==> config.mk <==
export PLATFORM = sky130hd
export DESIGN_NAME = mem_burst_sequencer_flat
export DESIGN_NICKNAME = d
export VERILOG_FILES = /design/src/rtl/mem_burst_sequencer_if.sv /design/src/rtl/mem_burst_sequencer.sv /design/src/flat_wrapper.sv
export SDC_FILE = /design/constraint.sdc
export NUM_CORES = 1
export LEC_CHECK = 0
export CAP_MARGIN = 10
export CELL_PAD_IN_SITES_DETAIL_PLACEMENT = 0
export CELL_PAD_IN_SITES_GLOBAL_PLACEMENT = 1
export CORE_MARGIN = 2
export CORE_UTILIZATION = 32
export DETAILED_ROUTE_END_ITERATION = 6
export HOLD_SLACK_MARGIN = 0.06
export PLACE_DENSITY = 0.77
export SLEW_MARGIN = 5
export SYNTH_ARGS = -nofsm -noshare
export SYNTH_HDL_FRONTEND = slang
export SYNTH_SLANG_ARGS = --single-unit
==> constraint.sdc <==
create_clock -name clk -period 2.3 [get_ports clk]
set_input_delay 0.46 -clock clk [delete_from_list [all_inputs] [get_ports clk]]
set_output_delay 0.46 -clock clk [all_outputs]
set_load 0.05 [all_outputs]
==> src/rtl/mem_burst_sequencer_if.sv <==
// Memory request bus between a request generator and a memory model.
// The generator owns valid and the payload; the memory owns ready.
interface mem_intf #(
    parameter int DATA_WIDTH = 32,
    parameter int ADDR_WIDTH = 10,
    parameter int ID_WIDTH   = 4
);
    logic                      valid;
    logic                      ready;
    logic                      read_enable;
    logic [DATA_WIDTH/8-1:0]   write_enable;
    logic [ADDR_WIDTH-1:0]     addr;
    logic [DATA_WIDTH-1:0]     data;
    logic [ID_WIDTH-1:0]       id;

    modport out (
        output valid, read_enable, write_enable, addr, data, id,
        input  ready
    );

    modport in (
        input  valid, read_enable, write_enable, addr, data, id,
        output ready
    );
endinterface

==> src/rtl/mem_burst_sequencer.sv <==
// Burst request generator: takes one command and emits one memory request per beat
// on consecutive addresses, then reports completion on a done handshake.
module mem_burst_sequencer #(
    parameter int DATA_WIDTH  = 32,
    parameter int ADDR_WIDTH  = 10,
    parameter int ID_WIDTH    = 4,
    parameter int COUNT_WIDTH = ADDR_WIDTH + 1
) (
    input  logic                   clk,
    input  logic                   rst,
    input  logic                   cmd_valid,
    output logic                   cmd_ready,
    input  logic [ADDR_WIDTH-1:0]  cmd_addr,
    input  logic [COUNT_WIDTH-1:0] cmd_count,
    input  logic [1:0]             cmd_mode,
    input  logic [DATA_WIDTH-1:0]  cmd_data,
    input  logic [ID_WIDTH-1:0]    cmd_id,
    mem_intf.out                   mem_out,
    output logic                   done_valid,
    input  logic                   done_ready,
    output logic [ID_WIDTH-1:0]    done_id,
    output logic [COUNT_WIDTH-1:0] done_beats
);

    localparam int STRB_WIDTH = DATA_WIDTH / 8;

    typedef enum logic [1:0] {
        ST_IDLE  = 2'd0,
        ST_ISSUE = 2'd1,
        ST_DONE  = 2'd2
    } state_e;

    typedef enum logic [1:0] {
        MODE_READ       = 2'b00,
        MODE_WR_CONST   = 2'b01,
        MODE_WR_INCR    = 2'b10,
        MODE_RD_WR_INCR = 2'b11
    } mode_e;

    state_e                  state_q,      state_d;
    logic [COUNT_WIDTH-1:0]  beat_q,       beat_d;
    logic [COUNT_WIDTH-1:0]  count_q,      count_d;
    logic                    incr_q,       incr_d;
    logic                    valid_q,      valid_d;
    logic                    re_q,         re_d;
    logic [STRB_WIDTH-1:0]   we_q,         we_d;
    logic [ADDR_WIDTH-1:0]   addr_q,       addr_d;
    logic [DATA_WIDTH-1:0]   data_q,       data_d;
    logic [ID_WIDTH-1:0]     id_q,         id_d;
    logic                    done_valid_q, done_valid_d;
    logic [ID_WIDTH-1:0]     done_id_q,    done_id_d;
    logic [COUNT_WIDTH-1:0]  done_beats_q, done_beats_d;

    mode_e cmd_mode_e;
    logic  last_beat;

    assign cmd_mode_e = mode_e'(cmd_mode);
    assign last_beat  = (beat_q + COUNT_WIDTH'(1)) == count_q;

    always_comb begin
        // NOTE: every _d gets its hold value first so no path leaves it unassigned (no latches).
        state_d      = state_q;
        beat_d       = beat_q;
        count_d      = count_q;
        incr_d       = incr_q;
        valid_d      = valid_q;
        re_d         = re_q;
        we_d         = we_q;
        addr_d       = addr_q;
        data_d       = data_q;
        id_d         = id_q;
        done_valid_d = done_valid_q;
        done_id_d    = done_id_q;
        done_beats_d = done_beats_q;

        unique case (state_q)
            ST_IDLE: begin
                if (cmd_valid) begin
                    addr_d       = cmd_addr;
                    data_d       = cmd_data;
                    id_d         = cmd_id;
                    count_d      = cmd_count;
                    beat_d       = '0;
                    incr_d       = cmd_mode[1];
                    re_d         = (cmd_mode_e == MODE_READ) || (cmd_mode_e == MODE_RD_WR_INCR);
                    we_d         = (cmd_mode_e == MODE_READ) ? '0 : '1;
                    done_id_d    = cmd_id;
                    done_beats_d = cmd_count;
                    // An empty burst skips straight to completion.
                    if (cmd_count == '0) begin
                        done_valid_d = 1'b1;
                        state_d      = ST_DONE;
                    end else begin
                        valid_d = 1'b1;
                        state_d = ST_ISSUE;
                    end
                end
            end

            ST_ISSUE: begin
                if (valid_q && mem_out.ready) begin
                    if (last_beat) begin
                        valid_d      = 1'b0;
                        done_valid_d = 1'b1;
                        state_d      = ST_DONE;
                    end else begin
                        beat_d = beat_q + COUNT_WIDTH'(1);
                        addr_d = addr_q + ADDR_WIDTH'(1);
                        id_d   = id_q + ID_WIDTH'(1);
                        if (incr_q) begin
                            data_d = data_q + DATA_WIDTH'(1);
                        end
                    end
                end
            end

            ST_DONE: begin
                if (done_ready) begin
                    done_valid_d = 1'b0;
                    state_d      = ST_IDLE;
                end
            end

            default: begin
                state_d = ST_IDLE;
            end
        endcase
    end

    always_ff @(posedge clk) begin
        // NOTE: sequential state uses non-blocking assignment so all registers update together.
        if (rst) begin
            state_q      <= ST_IDLE;
            beat_q       <= '0;
            count_q      <= '0;
            incr_q       <= 1'b0;
            valid_q      <= 1'b0;
            re_q         <= 1'b0;
            we_q         <= '0;
            addr_q       <= '0;
            data_q       <= '0;
            id_q         <= '0;
            done_valid_q <= 1'b0;
            done_id_q    <= '0;
            done_beats_q <= '0;
        end else begin
            state_q      <= state_d;
            beat_q       <= beat_d;
            count_q      <= count_d;
            incr_q       <= incr_d;
            valid_q      <= valid_d;
            re_q         <= re_d;
            we_q         <= we_d;
            addr_q       <= addr_d;
            data_q       <= data_d;
            id_q         <= id_d;
            done_valid_q <= done_valid_d;
            done_id_q    <= done_id_d;
            done_beats_q <= done_beats_d;
        end
    end

    assign cmd_ready            = (state_q == ST_IDLE);
    assign mem_out.valid        = valid_q;
    assign mem_out.read_enable  = re_q;
    assign mem_out.write_enable = we_q;
    assign mem_out.addr         = addr_q;
    assign mem_out.data         = data_q;
    assign mem_out.id           = id_q;
    assign done_valid           = done_valid_q;
    assign done_id              = done_id_q;
    assign done_beats           = done_beats_q;

endmodule
==> src/flat_wrapper.sv <==
// flat-port wrapper written by rule: the top's interface ports become plain ports
module mem_burst_sequencer_flat 
#(
    parameter int DATA_WIDTH  = 32,
    parameter int ADDR_WIDTH  = 10,
    parameter int ID_WIDTH    = 4,
    parameter int COUNT_WIDTH = ADDR_WIDTH + 1
)
  (clk, rst, cmd_valid, cmd_ready, cmd_addr, cmd_count, cmd_mode, cmd_data, cmd_id, done_valid, done_ready, done_id, done_beats, mem_out_valid, mem_out_read_enable, mem_out_write_enable, mem_out_addr, mem_out_data, mem_out_id, mem_out_ready);
  mem_intf #(.DATA_WIDTH(DATA_WIDTH), .ADDR_WIDTH(ADDR_WIDTH), .ID_WIDTH(ID_WIDTH)) mem_out_i ();
  input  logic clk;
  input  logic rst;
  input  logic cmd_valid;
  output logic cmd_ready;
  input  logic [ADDR_WIDTH-1:0] cmd_addr;
  input  logic [COUNT_WIDTH-1:0] cmd_count;
  input  logic [1:0] cmd_mode;
  input  logic [DATA_WIDTH-1:0] cmd_data;
  input  logic [ID_WIDTH-1:0] cmd_id;
  output logic done_valid;
  input  logic done_ready;
  output logic [ID_WIDTH-1:0] done_id;
  output logic [COUNT_WIDTH-1:0] done_beats;
  output wire logic [$bits(mem_out_i.valid)-1:0] mem_out_valid;
  output wire logic [$bits(mem_out_i.read_enable)-1:0] mem_out_read_enable;
  output wire logic [$bits(mem_out_i.write_enable)-1:0] mem_out_write_enable;
  output wire logic [$bits(mem_out_i.addr)-1:0] mem_out_addr;
  output wire logic [$bits(mem_out_i.data)-1:0] mem_out_data;
  output wire logic [$bits(mem_out_i.id)-1:0] mem_out_id;
  input wire logic [$bits(mem_out_i.ready)-1:0] mem_out_ready;
  assign mem_out_valid = mem_out_i.valid;
  assign mem_out_read_enable = mem_out_i.read_enable;
  assign mem_out_write_enable = mem_out_i.write_enable;
  assign mem_out_addr = mem_out_i.addr;
  assign mem_out_data = mem_out_i.data;
  assign mem_out_id = mem_out_i.id;
  assign mem_out_i.ready = mem_out_ready;
  mem_burst_sequencer #(.DATA_WIDTH(DATA_WIDTH), .ADDR_WIDTH(ADDR_WIDTH), .ID_WIDTH(ID_WIDTH), .COUNT_WIDTH(COUNT_WIDTH)) u_core (.clk(clk), .rst(rst), .cmd_valid(cmd_valid), .cmd_ready(cmd_ready), .cmd_addr(cmd_addr), .cmd_count(cmd_count), .cmd_mode(cmd_mode), .cmd_data(cmd_data), .cmd_id(cmd_id), .mem_out(mem_out_i), .done_valid(done_valid), .done_ready(done_ready), .done_id(done_id), .done_beats(done_beats));
endmodule
==> results of run 1 <==
==> routing by layer <==
layer | part of all wire | vias up
met5 | 0 | -
met4 | 0.019 | 0
met3 | 0.072 | 26
met2 | 0.47 | 244
met1 | 0.44 | 2864
li1 | - | 2807
==> sequential cells by signal, summed over array words and instances, names as in the netlist <==
name,cells
u_core.done_id,4
u_core.incr_q,1
u_core.beat_q,11
u_core.done_valid,1
u_core.done_beats,11
u_core.mem_out.data,32
u_core.mem_out.read_enable,1
u_core.mem_out.write_enable,1
u_core.mem_out.addr,10
u_core.state_q,2
u_core.mem_out.valid,1
u_core.mem_out.id,4
==> power breakdown <==
part	total [mW]	internal [mW]	switching, mW	leakage, nW
combinational	4.72	1.78	2.94	1.97
clock	1.44	0.865	0.576	0.146
sequential	2.15	1.71	0.434	0.655
==> cell type report <==
cell class / instances / area [µm²]
fillers: 1370 / 6710
well taps: 184 / 230
flip-flops and latches: 79 / 1610
clock buffers: 12 / 246
multi-input cells: 492 / 3490
repair buffers: 242 / 2270
inverters: 12 / 45.0
clock inverters: 4 / 45.0
==> kinds of logic (layout without fill, tap and decap cells) <==
family,Yosys count,after routing,synth area share
DFF,79,79,0.327
buffers and inverters,62,270,0.0600
muxes,5,5,0.0106
and+or+nand+nor,285,287,0.302
AOI/OAI and AO/OA,182,182,0.262
adders and majority gates,8,8,0.0207
xor gates and xnor gates,10,10,0.0181
==> stage by stage <==
stage / power (mW) / setup WS (ps)
final: 8.31 / -178
after global placement: 6.31 / -188
after detailed placement: 6.37 / -347
after global routing: 8.70 / -318
after floorplan: 4.71 / -37.4
after CTS: 7.98 / -97.0
==> synthesized netlist by cell type (3+ instances only) <==
cell type	count
and2_1	6
nand3_1	41
inv_1	12
nand2_1	87
xnor2_1	9
ha_1	8
buf_2	3
clkbuf_1	34
mux2i_1	4
nand4b_1	3
o22ai_1	8
dfxtp_1	79
nor4_1	11
a22o_1	4
o21ai_1	4
o31ai_1	6
a31oi_1	16
a211oi_1	9
nand2b_1	3
buf_4	6
a22oi_1	3
nor2_1	30
nor3b_1	5
o21ai_0	18
a311oi_1	4
o211ai_1	3
a21oi_1	50
or3_1	12
buf_6	4
nand4_1	12
or2_2	5
a221o_1	3
a2bb2oi_1	3
nor3_1	41
o311ai_0	12
o32ai_1	11
and4_1	3
and3_1	10
==> how the worst max path moves through the flow <==
| stage | startpoint | end | slack (ps) | cells past startpoint |
|---|---|---|---|---|
| 6_report | u_core.beat_q[0] | u_core.beat_q[10] | -180 | 8 |
| 5_1_grt | u_core.beat_q[0] | u_core.mem_out.valid | -320 | 11 |
| 4_1_cts | u_core.beat_q[0] | u_core.done_valid | -100 | 10 |
| 3_5_place_dp | u_core.beat_q[2] | u_core.mem_out.data[6] | -350 | 10 |
| 3_3_place_gp | u_core.beat_q[2] | u_core.beat_q[8] | -190 | 7 |
| 2_1_floorplan | u_core.beat_q[0] | u_core.beat_q[5] | -40 | 11 |
==> tightest hold or removal path, cell delays in order (launching register included) <==
cell	delay, ps
dfxtp_1	310
nand2_1	50
a21oi_1	50
==> repair_timing <==
item	in CTS	in global routing
cloned	2	1
hold endpoints to repair	0	0
setup endpoints to repair	61	61
resized for setup	59	71
setup buffers	12	5
pin swaps	21	29
==> metrics.csv, run 1 <==
stage,metric,value,unit
run_status,status,"finished, violations left",
run_status,failing checks,negative setup slack,
critical_path,Worst Setup Start Kind,flop,
cts,H-tree Lvls,3,
synthesis,number of synthesized flops with an enable pin,0,
hold_path,HP Start,u_core.done_id[0],
routing,Final ANT Viol Nets,0,
critical_path,R2R depth,8,
synthesis,Mapped Nets,703,
critical_path,flop2flop setup slack,-180,ps
cts,"Clk pin slew, worst setup/hold paths",60,ps
timing,max frequency,0.403,GHz
routing,initial drt markers,525,
pwr,Power Density,1050,nW/µm²
critical_path,Crit-path slowest cell,or4_4,
timing,Final setup viols,55,
global_routing,grt met1 use,0.303,
routing,detailed-route via count,5941,
cts,Max Buffers Root-to-Sink,2,
cts,Worst-Skew Late Latency,350,ps
hold_path,Hold Path Sink,u_core.done_id[0],
routing,drt first pass iters,5,
final_layout,number of nets in the layout,908,
global_routing,busiest grt layer,met2,
critical_path,Setup CP Type,flop to flop,
global_routing,pin count of the biggest net entering global routing,28,
final_layout,"commonest non-fill, non-tap cell in the layout",clkdlybuf4s50_1,
placement,placed cells,990,
cts,"Hold-fix buffers, CTS",0,
critical_path,CP required,2530,ps
hold_path,Hold WC Path Type,flop to flop,
synthesis,ys flop type,dfxtp_1,
floorplan,full die area,16100,µm²
timing,Final Max Slew Viols,0,
timing,min cycle time layout,2480,ps
cts,TritonCTS buffer count,9,
synthesis,Mean Syn Cell Area,7.67,µm²
placement,DP Wirelength,13300,µm
floorplan,Die Y,127,µm
floorplan,io pins,133,
global_routing,total global routing overflow,0,
routing,Routed WL,18700,µm
critical_path,critical path endpoint category,flop,
floorplan,# rows,44,
floorplan,Starting Density,0.331,
synthesis,sequential area share after synthesis,0.327,
floorplan,Core ar.,14600,µm²
critical_path,WP buf/inv,1,
timing,Tcrit/Tclk final,1.08,
placement,Placed Area,6940,µm²
critical_path,"Cell Chain, Critical Path",ha_4 -> nand3_4 -> o311a_1 -> or4_4 -> nor2_4 -> buf_6 -> nor3_1 -> a221o_1,
final_layout,fraction of layout cells with a size suffix above 1,0.281,
pwr,Leak,2.77,nW
global_routing,antenna violations before repair,0,
critical_path,worst reg2reg path startpoint,u_core.beat_q[0],
timing,worst-margin pin slew,548,ps
global_routing,gr usage total,0.223,
pwr,maximum vdd drop,0.000826,V
critical_path,arrival time worst endpoint,2710,ps
routing,average wire per standard cell,18.2,µm
critical_path,CP top delay family,simple AND/OR/NAND/NOR gates,
timing,Max Clock Skew,6.72,ps
timing,slew margin rel.,0.634,
cts,clk sink count,79,
timing,unrepaired setup endpoints after global routing,yes,
timing,Fin Setup TNS,-3270,ps
synthesis,synth warn,0,
synthesis,main area contributors after synthesis,"dfxtp_1, nand2_1, a21oi_1, nand3_1, nor3_1",
final_layout,final instance area,7940,µm²
critical_path,critical path's largest stage delay,590,ps
final_layout,most frequent cells in the layout,"clkdlybuf4s50_1, buf_4, nand2_1, dfxtp_1, a21oi_1",
synthesis,Yosys cell types,76,
final_layout,fin cells,1025,
placement,Port Buffers,132,
global_routing,routing usage on met2,0.360,
synthesis,Mapped Area,4840,µm²
synthesis,Post-Synthesis Cells,631,
synthesis,Synth top area share,0.327,
timing,count of final hold-check violations,0,
final_layout,Antenna Diode Count,0,
synthesis,largest area contributor in the netlist,dfxtp_1,
floorplan,die width,127,µm
timing,min setup slack post-route,-178,ps
synthesis,async set-reset flop share out of synthesis,0,
global_routing,M3 GR Usage,0.0377,
flow_run,Max Cap Viol,0,
cts,CTS tree,done,
cts,root buffer cell,clkbuf_16,
final_layout,area grow syn2layout,63.9,%
global_routing,vias in the first global route,5686,
critical_path,Worst R2R End,u_core.beat_q[10],
timing,Hold WS,455,ps
final_layout,Util after Layout,0.542,
routing,detailed-route DRC error count,0,
synthesis,Yosys reg bits,79,
placement,GP Congestion,0.873,
routing,vias per cell,5.80,
critical_path,worst-path fanout max,6,
hold_path,hold path depth,2,
global_routing,first-pass GRT wire length,28900,µm
(Power assumes the default switching activity.)
==> run 2: changes to the inputs <==
- GPL_TIMING_DRIVEN: unset -> 0
==> run 2 against run 1 <==
Effect of this change: the run still ends with negative setup slack left; non-clock buffer count is 16 lower; via count grew 1.5%; wire length rose by 13%; combinational power is 5.5% higher; largest power group unchanged.
==> metrics.csv, run 2 (synthesis gave the netlist of run 1 again) <==
stage,metric,value,unit,change
run_status,status,"finished, violations left",,
run_status,failing checks,negative setup slack,,
timing,count of final hold-check violations,0,,unchanged
timing,Tcrit/Tclk final,1.10,,+0.0197
routing,detailed-route via count,6031,,+1.5%
pwr,Leak,2.66,nW,-3.7%
final_layout,Antenna Diode Count,0,,unchanged
placement,placed cells,947,,-4.3%
final_layout,area grow syn2layout,62.8,%,
routing,WL met2,9860,µm,+13%
critical_path,CP top delay family,compound AO/OA/AOI/OAI gates,,
timing,min cycle time layout,2520,ps,+45.3 ps
global_routing,total global routing overflow,0,,unchanged
critical_path,critical path endpoint category,flop,,
routing,met3 wire len,1670,µm,+24%
placement,DP Wirelength,14300,µm,+6.8%
critical_path,"Cell Chain, Critical Path",ha_4 -> nand3_4 -> buf_8 -> o31ai_4 -> a21oi_4 -> or4_4 -> buf_6 -> o21ai_4 -> buf_6 -> a21oi_2 -> o21a_1,,
cts,H-tree Lvls,3,,unchanged
critical_path,flop2flop setup slack,-220,ps,-50 ps
hold_path,Hold WC Path Type,flop to flop,,
final_layout,fraction of layout cells with a size suffix above 1,0.247,,-0.0337
cts,root buffer cell,clkbuf_16,,
pwr,maximum vdd drop,0.000569,V,-31%
final_layout,most frequent cells in the layout,"clkdlybuf4s50_1, nand2_1, dfxtp_1, a21oi_1, nand3_1",,
timing,worst-margin pin slew,860,ps,+312 ps
final_layout,"commonest non-fill, non-tap cell in the layout",clkdlybuf4s50_1,,
cts,CTS tree,done,,
floorplan,full die area,16100,µm²,unchanged
flow_run,Max Cap Viol,0,,unchanged
routing,Routed WL,21100,µm,+13%
global_routing,first-pass GRT wire length,31600,µm,+9.3%
floorplan,die width,127,µm,unchanged
routing,average wire per standard cell,20.9,µm,+15%
critical_path,critical path's most frequent cell,buf_6,,
placement,Placed Area,6460,µm²,-6.9%
critical_path,worst-path fanout max,7,,+1
critical_path,WP buf/inv,3,,+2
pwr,Tot Pwr,8.50,mW,+2.3%
critical_path,Worst Setup Start Kind,flop,,
timing,slew margin rel.,0.426,,-0.208
timing,min setup slack post-route,-224,ps,-45.3 ps
routing,met1 wire length,9030,µm,+9.2%
timing,max frequency,0.396,GHz,-1.8%
cts,Worst-Skew Late Latency,350,ps,about the same
final_layout,final instance area,7880,µm²,-0.69%
timing,Max Clock Skew,9.30,ps,+2.58 ps
final_layout,max FFs per register,32,,unchanged
floorplan,Core ar.,14600,µm²,unchanged
cts,TritonCTS buffer count,9,,unchanged
global_routing,vias in the first global route,5641,,-0.79%
routing,vias per cell,6.00,,+3.4%
final_layout,number of nets in the layout,890,,-2.0%
cts,Max Buffers Root-to-Sink,2,,unchanged
critical_path,Crit-path slowest cell,or4_4,,
placement,Port Buffers,132,,unchanged
routing,drt first pass iters,7,,+2
global_routing,antenna violations before repair,0,,unchanged
timing,Final setup viols,60,,+9.1%
routing,Final ANT Viol Nets,0,,unchanged
floorplan,Die Y,127,µm,unchanged
critical_path,CP required,2540,ps,about the same
critical_path,critical path's largest stage delay,530,ps,-60 ps
timing,unrepaired setup endpoints after global routing,yes,,
floorplan,Starting Density,0.331,,unchanged
global_routing,pin count of the biggest net entering global routing,12,,-57%
final_layout,fin cells,1006,,-1.9%
critical_path,arrival time worst endpoint,2770,ps,+60 ps
cts,clk sink count,79,,unchanged
timing,Fin Setup TNS,-7480,ps,-4200 ps
critical_path,Setup CP Type,flop to flop,,
floorplan,# rows,44,,unchanged
global_routing,gr usage total,0.248,,+0.0260
routing,top routing layer in use,met4,,
cts,"Clk pin slew, worst setup/hold paths",60,ps,about the same
pwr,Power Density,1080,nW/µm²,+3.0%
placement,GP Congestion,0.907,,+3.9%
floorplan,io pins,133,,unchanged
timing,Final Max Slew Viols,0,,unchanged
routing,initial drt markers,650,,+24%
routing,detailed-route DRC error count,0,,unchanged
## run 2: cell types whose count changed in the layout (fill, tap and decap cells not counted), moves of 5 or more
cell and change:
buf_4 -61, buf_6 +7, buf_8 +5, clkbuf_1 +13
clkbuf_2 +15
## run 2: repair_timing
action / in CTS / in global routing
gates resized for setup: 133 / 61
pin swaps: 42 / 26
hold buffers: 0 / 0
endpoints found under the setup margin: 80 / 61
gates cloned: 3 / 3
buffers inserted: 23 / 21
## run 2: worst paths after layout
kind,cells past startpoint,to,start
min reg2reg,2,u_core.done_id[1],u_core.done_id[1]
max,11,u_core.mem_out.data[2],u_core.beat_q[0]
min,2,u_core.done_id[1],u_core.done_id[1]
max reg2reg,11,u_core.mem_out.data[2],u_core.beat_q[0]
## run 2: metal layers
metal  vias up  global-route usage
met3        44              0.0469
met1      2919               0.343
met4         0              0.0989
met5         -                   0
met2       303               0.383
li1       2765                   -
## run 2: final cells by class
type	instances	area (µm²)
well taps	184	230
multi-input cells	490	3560
fillers	1342	6760
flip-flops and latches	79	1600
clock buffers	14	254
clock inverters	1	5.00
repair buffers	178	1810
inverters	12	45.0
plain buffers	48	377
## run 2: metrics by stage
step	hold slack (ps)	util	worst slack, ps
global route	482	0.538	-315
floorplan	454	-	-37.4
CTS	458	0.507	-168
finish	454	0.538	-224
global placement	443	0.441	-893
detailed placement	450	0.441	-973
## run 2: worst register-to-register path, stage by stage (launching register included)
cell and delay (ps):
dfxtp_4 370, ha_4 160, nand3_4 110, buf_8 160, o31ai_4 220, a21oi_4 100
or4_4 530, buf_6 160, o21ai_4 250, buf_6 160, a21oi_2 50, o21a_1 170
## run 2: where the power goes
part	internal [mW]	switching, mW
clock	0.756	0.589
sequential	1.72	0.459
combinational	1.82	3.16
